`config.mk`:
```
export PLATFORM = sky130hd
export DESIGN_NAME = param_sort
export DESIGN_NICKNAME = d
export VERILOG_FILES = /design/src/rtl/param_sort.sv
export SDC_FILE = /design/constraint.sdc
export NUM_CORES = 1
export LEC_CHECK = 0
export CORE_MARGIN = 2
export CORE_UTILIZATION = 57
export DETAILED_ROUTE_END_ITERATION = 10
export PLACE_DENSITY = 0.78
export SETUP_SLACK_MARGIN = 0.2
export SLEW_MARGIN = 40
export SYNTH_ARGS = -nofsm -noshare
export SYNTH_HDL_FRONTEND = slang
export SYNTH_SLANG_ARGS = --single-unit
```
`constraint.sdc`:
```
create_clock -name clk -period 4.8 [get_ports clk]
set_input_delay 1.44 -clock clk [delete_from_list [all_inputs] [get_ports clk]]
set_output_delay 1.44 -clock clk [all_outputs]
set_load 0.01 [all_outputs]
```
`src/rtl/param_sort.sv`:
```
// Parameterised in-place bubble sorter over a small register array.
// Data is loaded word by word while idle. A start pulse sorts the array in
// place, ascending or descending, using a signed or unsigned compare.
// A browse pointer gives a combinational view of any word, in any state.
module param_sort #(
  parameter int DATA_W = 32,
  parameter int ADDR_W = 4
) (
  input  logic              clk,
  input  logic              rstn,
  input  logic              start,
  input  logic              up,
  input  logic              sgn,
  input  logic              ld_we,
  input  logic [ADDR_W-1:0] ld_addr,
  input  logic [DATA_W-1:0] ld_data,
  input  logic              prior,
  input  logic              next,
  output logic              busy,
  output logic              done,
  output logic [31:0]       cycles,
  output logic [ADDR_W-1:0] view_addr,
  output logic [DATA_W-1:0] view_data
);

  localparam int                DEPTH    = 2 ** ADDR_W;
  localparam logic [ADDR_W-1:0] ONE      = ADDR_W'(1);
  localparam logic [ADDR_W-1:0] LIM_INIT = ADDR_W'(DEPTH - 1);

  typedef enum logic [1:0] {
    S_IDLE,
    S_CMP,
    S_SWAP,
    S_PASS_END
  } state_t;

  state_t            state_q, state_d;
  logic [ADDR_W-1:0] i_q, i_d;
  logic [ADDR_W-1:0] lim_q, lim_d;
  logic [ADDR_W-1:0] view_q, view_d;
  logic              swapped_q, swapped_d;
  logic              up_q, up_d;
  logic              sgn_q, sgn_d;
  logic              busy_q, busy_d;
  logic              done_q, done_d;
  logic [31:0]       cycles_q, cycles_d;

  logic [DATA_W-1:0] mem_q [DEPTH];

  logic [ADDR_W-1:0] i_nxt;
  logic [ADDR_W-1:0] lim_last;
  logic [DATA_W-1:0] word_a;
  logic [DATA_W-1:0] word_b;
  logic              a_gt_b;
  logic              a_lt_b;
  logic              out_of_order;
  logic              accept_start;

  // Compare the pair under the cursor; equal words always count as in order.
  always_comb begin
    i_nxt    = i_q + ONE;
    lim_last = lim_q - ONE;
    word_a   = mem_q[i_q];
    word_b   = mem_q[i_nxt];
    if (sgn_q) begin
      a_gt_b = $signed(word_a) > $signed(word_b);
      a_lt_b = $signed(word_a) < $signed(word_b);
    end else begin
      a_gt_b = word_a > word_b;
      a_lt_b = word_a < word_b;
    end
    out_of_order = up_q ? a_gt_b : a_lt_b;
    accept_start = (state_q == S_IDLE) && start;
  end

  // Sequencer next state: walk pairs, shrink the window each pass, stop early when a pass made no swap.
  always_comb begin
    state_d   = state_q;
    i_d       = i_q;
    lim_d     = lim_q;
    swapped_d = swapped_q;
    up_d      = up_q;
    sgn_d     = sgn_q;
    busy_d    = busy_q;
    done_d    = done_q;
    cycles_d  = cycles_q;
    if (state_q != S_IDLE && cycles_q != 32'hFFFF_FFFF) begin
      cycles_d = cycles_q + 32'd1;
    end
    case (state_q)
      S_IDLE: begin
        if (start) begin
          up_d      = up;
          sgn_d     = sgn;
          i_d       = '0;
          lim_d     = LIM_INIT;
          swapped_d = 1'b0;
          cycles_d  = '0;
          done_d    = 1'b0;
          busy_d    = 1'b1;
          state_d   = S_CMP;
        end
      end
      S_CMP: begin
        if (out_of_order) begin
          state_d = S_SWAP;
        end else if (i_q == lim_last) begin
          state_d = S_PASS_END;
        end else begin
          i_d = i_nxt;
        end
      end
      S_SWAP: begin
        swapped_d = 1'b1;
        if (i_q == lim_last) begin
          state_d = S_PASS_END;
        end else begin
          i_d     = i_nxt;
          state_d = S_CMP;
        end
      end
      default: begin
        if (!swapped_q || lim_q == ONE) begin
          busy_d  = 1'b0;
          done_d  = 1'b1;
          state_d = S_IDLE;
        end else begin
          lim_d     = lim_last;
          i_d       = '0;
          swapped_d = 1'b0;
          state_d   = S_CMP;
        end
      end
    endcase
  end

  // Browse pointer: accepted start rewinds, both buttons hold, otherwise step with wrap.
  always_comb begin
    view_d = view_q;
    if (accept_start) begin
      view_d = '0;
    end else if (prior && next) begin
      view_d = view_q;
    end else if (prior) begin
      view_d = view_q - ONE;
    end else if (next) begin
      view_d = view_q + ONE;
    end
  end

  // Control and status registers; reset dominates every other input.
  always_ff @(posedge clk) begin
    if (!rstn) begin
      state_q   <= S_IDLE;
      i_q       <= '0;
      lim_q     <= LIM_INIT;
      swapped_q <= 1'b0;
      up_q      <= 1'b0;
      sgn_q     <= 1'b0;
      busy_q    <= 1'b0;
      done_q    <= 1'b0;
      cycles_q  <= '0;
      view_q    <= '0;
    end else begin
      state_q   <= state_d;
      i_q       <= i_d;
      lim_q     <= lim_d;
      swapped_q <= swapped_d;
      up_q      <= up_d;
      sgn_q     <= sgn_d;
      busy_q    <= busy_d;
      done_q    <= done_d;
      cycles_q  <= cycles_d;
      view_q    <= view_d;
    end
  end

  // Storage: swap writes both words at once; loads only while idle. Contents survive reset.
  always_ff @(posedge clk) begin
    if (rstn) begin
      if (state_q == S_SWAP) begin
        mem_q[i_q]   <= word_b;
        mem_q[i_nxt] <= word_a;
      end else if (state_q == S_IDLE && ld_we) begin
        mem_q[ld_addr] <= ld_data;
      end
    end
  end

  assign busy      = busy_q;
  assign done      = done_q;
  assign cycles    = cycles_q;
  assign view_addr = view_q;
  assign view_data = mem_q[view_q];

endmodule

```
==> metrics.cfg, run 1 <==
[worst_hold_path]
hp-class = flip-flop to flip-flop

[timing]
finalClockSkew_ps = 34.81
drv_slew = 0
min_period_ps = 4526
timing.hold.ws_ps = 473.4
tightest_slew_ps = 844.2
slew_headroom = 0.4372
max_freq_mhz = 221.0
fin_setup_tns_ps = 0
setup_violations = 0
hold_viol_final = 0
rsz0062_at_grt = true
finalCritPeriodShare = 0.9429
fin_ws_ps = 274.2

[critical_path]
cp-start-kind = flip-flop
cp.arrival_ps = 3090
end_kind = output pin
crit_path_max_fanout = 48
required_ps = 3360
path_class = flip-flop to output pin

[floorplanning]
core_area_mm2 = 0.06610
io_pins = 114
rows = 94
die_area_mm2 = 0.06917
start_util = 0.5785
die_w_um = 263
fp.dieH_um = 263

[detailed_routing]
totalWireLength_um = 121100
dr.first_iter.drc_count = 3644
dr.pass1.iters = 6
drc = 0
antenna_left = 0
num_vias = 25890
viasPerCell = 7.472
avgRoutedWirePerCell_um = 34.95

[power_and_ir_drop]
peakVddDrop_mv = 0.2665
p_leak_nw = 12.99
total_power_mw = 20.70
power_density_mw_per_mm2 = 473.0

[grt]
first_global_vias = 26560
overflow = 0
track_usage = 0.3470
grt_max_degree = 49
antenna_found_initial = 3
grt_pass1_wl_um = 176400

[clocking]
cts.path.max_buffers = 3
clk-insertion-delay-late_ps = 630
cts_root_buf = clkbuf_16
cts_tree = done
clkSlewWorstSetupHoldPaths_ps = 60
cts_htree_levels = 3
cts.sinks = 571
numCtsBuffers = 66

[synth]
yosysWarnings = 0
synth_edf_count = 512
synth_fa_ha_area_frac = 0.01558
yosysSeqAreaShare = 0.4330
synthMuxAreaShare = 0.4403
synth_compound_area_frac = 0.02035
ys_types = 72
async_flop_share = 0
syn-cell-area_mm2 = 0.03824
synth_ff_type = edfxtp_1
ys_seq_elements = 571
synth_top_family_by_area = multiplexers
synth_xor_area_frac = 0.009620
synthCells = 2417
syn_area_per_cell_um2 = 15.82
synth-simple-area-share = 0.03086
syn-num-nets = 2508

[cells_and_area]
fin_area_mm2 = 0.04377
antenna_cells = 0
drive_gt1_frac = 0.3280
syn_to_final_growth_pct = 14.47
fillers = 4506
nets = 2649

[placed_design]
dp_slack_ps = 7.623
gp_congestion = 0.8846
place_area_mm2 = 0.04101
io_buffers = 113
dp_hpwl_um = 69810

[job]
cap_violations = 0

[status]
status = finished, final reports clean

[cells in the final DEF (no fill, tap or decap), types with 31 or more instances in the layout]
cell / n
buf_12: 39
buf_4: 141
clkbuf_16: 73
clkdlybuf4s50_1: 113
dfxtp_1: 50
edfxtp_1: 512
ha_1: 44
inv_1: 83
mux2_2: 34
mux2i_1: 548
mux2i_4: 33
mux4_1: 37
mux4_2: 411
nand2_1: 71
nor2_1: 55
o21ai_1: 31
[cell families (layout without fill, tap and decap cells)]
group | Yosys count | after routing
AOI/OAI and AO/OA | 124 | 124
xor gates and xnor gates | 39 | 39
adders and majority gates | 47 | 47
buffers and inverters | 330 | 514
DFF | 571 | 571
muxes | 1063 | 1063
and+or+nand+nor | 243 | 243
[registers in the layout (all words and copies together) (netlist names), named ones only]
name / count
up_q: 1
busy: 1
mem_q: 512
cycles: 32
sgn_q: 1
done: 1
swapped_q: 1
state_q: 2
lim_q: 4
i_q: 4
view_addr: 4
[critical path, cell delays in order, from the launching register on]
cell and delay (ps):
dfxtp_4 600, buf_12 370, mux4_2 370, mux4_2 570, clkdlybuf4s50_1 520
[area by class of cell]
cell class | count | area (µm²) | share of cell area
Clock inverter | 29 | 249.0 | 0.005689
Tap cell | 864 | 1081 | 0.02470
Inverter | 84 | 315.3 | 0.007204
Sequential cell | 571 | 16580 | 0.3789
Clock buffer | 82 | 1785 | 0.04079
Timing Repair Buffer | 319 | 3490 | 0.07973
Multi-Input combinational cell | 1516 | 20260 | 0.4630
[layer usage]
layer	routed length, µm	part of all wire	vias to the layer above	track usage
met5	39	0.00032	-	0
met4	7620	0.063	6	0.1858
met3	16770	0.14	503	0.1047
met2	55680	0.46	2132	0.5345
met1	41000	0.34	13050	0.4458
li1	-	-	10200	-
[Yosys cell counts (all sizes together) (3+ instances only)]
master / count / area, µm²
and2: 6 / 37.54
o32ai: 3 / 26.28
xnor2: 17 / 175.2
mux2i: 581 / 6220
nand2: 75 / 291.5
ha: 46 / 575.6
a2111oi: 3 / 26.28
or3: 3 / 18.77
nor2: 71 / 286.5
inv: 83 / 311.6
nand3: 23 / 127.6
a31oi: 7 / 43.79
xor2: 22 / 192.7
nor3: 12 / 65.06
mux4: 448 / 10230
o21ai: 43 / 226.5
o22ai: 16 / 100.1
edfxtp: 512 / 15370
a21oi: 24 / 120.1
dfxtp: 59 / 1181
nand4: 21 / 131.4
a21o: 5 / 37.54
and4: 3 / 26.28
nor2b: 5 / 31.28
buf: 162 / 1124
and3: 5 / 31.28
clkbuf: 84 / 485.5
nor3b: 4 / 30.03
nand2b: 5 / 31.28
mux2: 34 / 382.9
nor4: 5 / 31.28
[path summary, 6_finish.rpt]
kind,start,endpoint,slack [ps],cells after the start
worst max-delay path,flip-flop,view_data[15],270,4
worst min-delay path,sgn_q$_SDFFE_PN0P_,sgn_q$_SDFFE_PN0P_,470,2
worst max register to register,i_q[0]$_SDFFE_PN0P_,flip-flop,280,19
worst min register to register,sgn_q$_SDFFE_PN0P_,sgn_q$_SDFFE_PN0P_,470,2
[power breakdown]
part / total, mW / switching, mW / internal (mW)
Clock: 4.94 / 2.10 / 2.84
Sequential: 6.59 / 0.229 / 6.36
Combinational: 9.17 / 4.81 / 4.36
Total: 20.7 / 7.14 / 13.6
[per-stage QoR]
step,util,cells
6_report,0.6622,3465
5_1_grt,0.6622,3465
4_1_cts,0.6567,3443
3_5_place_dp,0.6204,3319
3_3_place_gp,0.6194,3316
2_1_floorplan,-,2417
[timing repair]
item	4_1_cts	5_1_grt
gates cloned	5	4
pin swaps	8	12
endpoints found under the setup margin	12	12
hold buffers	0	0
resized for setup	12	26
setup buffers	8	18
No activity file was read; power rests on OpenSTA's default activity.
==> run 2: changes to the inputs <==
- CORE_UTILIZATION: 57 -> 55
- PLACE_DENSITY: 0.78 -> 0.75
==> run 2 against run 1 <==
Against the previous run:
- total power shrank 0.86%
- first-iteration DRC count shrank 1.5%
- via count shrank 0.60%
- cell area shrank 0.20%
- critical endpoint is now i_q[1]$_SDFFE_PN0P_
- largest cell class unchanged
==> metrics.cfg, run 2 (synthesis results as in run 1) <==
[clocking]
cts_root_buf = clkbuf_16
clkSlewWorstSetupHoldPaths_ps = 60
cts.path.max_buffers = 3
clk-insertion-delay-late_ps = 630
cts.sinks = 571
cts_tree = done
numCtsBuffers = 66
cts_hold_buf = 0
cts_htree_levels = 3

[cells_and_area]
drive_gt1_frac = 0.3264
antenna_cells = 0
nets = 2636
layout_commonest_cell = mux2i_1
fin_area_mm2 = 0.04368
largest_register = mem_q
largest_reg_flops = 512
syn_to_final_growth_pct = 14.24
layout_common_cells = mux2i_1 (548), edfxtp_1 (512), mux4_2 (410)
final_cells = 3526

[critical_path]
cp.arrival_ps = 5140
required_ps = 5330
cp-start-kind = flip-flop
end_kind = flip-flop
cpMaxStageDelayCell = mux4_2
cpLargestDelayFamily = multiplexers
critPathBufInv = 7
cp_cell_sequence = clkinvlp_4, ha_4, buf_12, buf_16, mux4_2, mux4_2, inv_1, ha_1, a21oi_1, a211oi_4, o41ai_2, buf_4, a21oi_4, buf_6, mux2i_4, nand4_1, buf_4, o2bb2ai_4
path_class = flip-flop to flip-flop
crit_path_max_fanout = 22
max_stage_delay_ps = 550

[floorplanning]
core_area_mm2 = 0.06871
die_area_mm2 = 0.07165
io_pins = 114
fp.dieH_um = 267.7
rows = 96
start_util = 0.5565
die_w_um = 267.7

[timing]
max_freq_mhz = 217.0
drv_slew = 0
tightest_slew_ps = 813.9
timing.hold.ws_ps = 479.8
slew_headroom = 0.4561
rsz0062_at_grt = true
finalClockSkew_ps = 30.39
min_period_ps = 4608
setup_violations = 0
hold_viol_final = 0
finalCritPeriodShare = 0.9599

[power_and_ir_drop]
peakVddDrop_mv = 0.2655
clkPwrFrac = 0.239
p_leak_nw = 12.88
switching_share = 0.3480
pwr-share-comb = 0.441
seqPwrFrac = 0.320
p_sw_mw = 7.143
power_density_mw_per_mm2 = 469.9
internal_power_mw = 13.38

[detailed_routing]
viasPerCell = 7.299
wl_met3_um = 16110
antenna_left = 0
avgRoutedWirePerCell_um = 34.13
top_layer_used = met5
num_vias = 25740
totalWireLength_um = 120300
route.met2.wl_um = 55290
met1Wirelength_um = 41870
drc = 0
dr.first_iter.drc_count = 3589
dr.pass1.iters = 6

[grt]
first_global_vias = 26450
grt_pass1_wl_um = 175200
grt_max_degree = 54
overflow = 0
antenna_found_initial = 3
track_usage = 0.3407

[placed_design]
dp_cells = 3376
dp_hpwl_um = 72300
place_area_mm2 = 0.04099
gp_congestion = 0.9042
io_buffers = 113

[worst_hold_path]
hp-class = flip-flop to flip-flop

[job]
cap_violations = 0

[status]
status = finished, final reports clean

[run 2: final cells by class]
class | count | area [µm²]
multi-input cells | 1516 | 20320
clock buffers | 80 | 1767
flip-flops and latches | 571 | 16590
well taps | 931 | 1165
clock inverters | 38 | 286.5
inverters | 84 | 319.1
fillers | 4894 | 25020
repair buffers | 306 | 3239
[run 2: final timing paths]
check,endpoint,startpoint,slack (ps),depth (start not counted)
worst max-delay path,i_q[1]$_SDFFE_PN0P_,i_q[0]$_SDFFE_PN0P_,190,18
worst min-delay path,sgn_q$_SDFFE_PN0P_,sgn_q$_SDFFE_PN0P_,480,2
worst max register to register,i_q[1]$_SDFFE_PN0P_,i_q[0]$_SDFFE_PN0P_,190,18
worst min register to register,sgn_q$_SDFFE_PN0P_,sgn_q$_SDFFE_PN0P_,480,2
[run 2: routing by layer]
layer  vias up  track usage
met5         -            0
met4         6       0.1744
met3       431      0.09397
met2      1991       0.5249
met1     13150       0.4457
li1      10160            -
[run 2: metrics by stage]
| step | setup TNS (ps) | power, mW | setup slack [ps] | utilization |
|---|---|---|---|---|
| global placement | -121.5 | 14.74 | -121.5 | 0.5960 |
| floorplan | 0 | 13.03 | 202.1 | - |
| detailed placement | -1367 | 15.05 | -213.4 | 0.5966 |
| CTS | 0 | 20.19 | 208.9 | 0.6309 |
| finish | 0 | 20.53 | 192.4 | 0.6358 |
| global route | 0 | 21.31 | 66.29 | 0.6358 |
[run 2: power groups by stage]
stage | combinational (mW) | sequential, mW | clock [mW]
final | 9.06 | 6.57 | 4.90
after global routing | 9.63 | 6.60 | 5.09
after CTS | 8.71 | 6.57 | 4.92
after detailed placement | 8.38 | 6.67 | 0
after global placement | 8.09 | 6.65 | 0
after floorplan | 6.47 | 6.56 | 0
[run 2: worst register-to-register path, delay by kind of cell, from the launching register on]
family / cells / cell delay (ps)
and+or+nand+nor: 1 / 230
DFF: 1 / 370
adders and majority gates: 2 / 650
AOI/OAI and AO/OA: 5 / 1080
muxes: 3 / 1120
buffers and inverters: 7 / 1090
[run 2: repair_timing]
item	in CTS	in global routing
buffers inserted	15	13
resized for setup	19	28
pin swaps	5	11
cloned	3	1
endpoints found under the setup margin	18	12
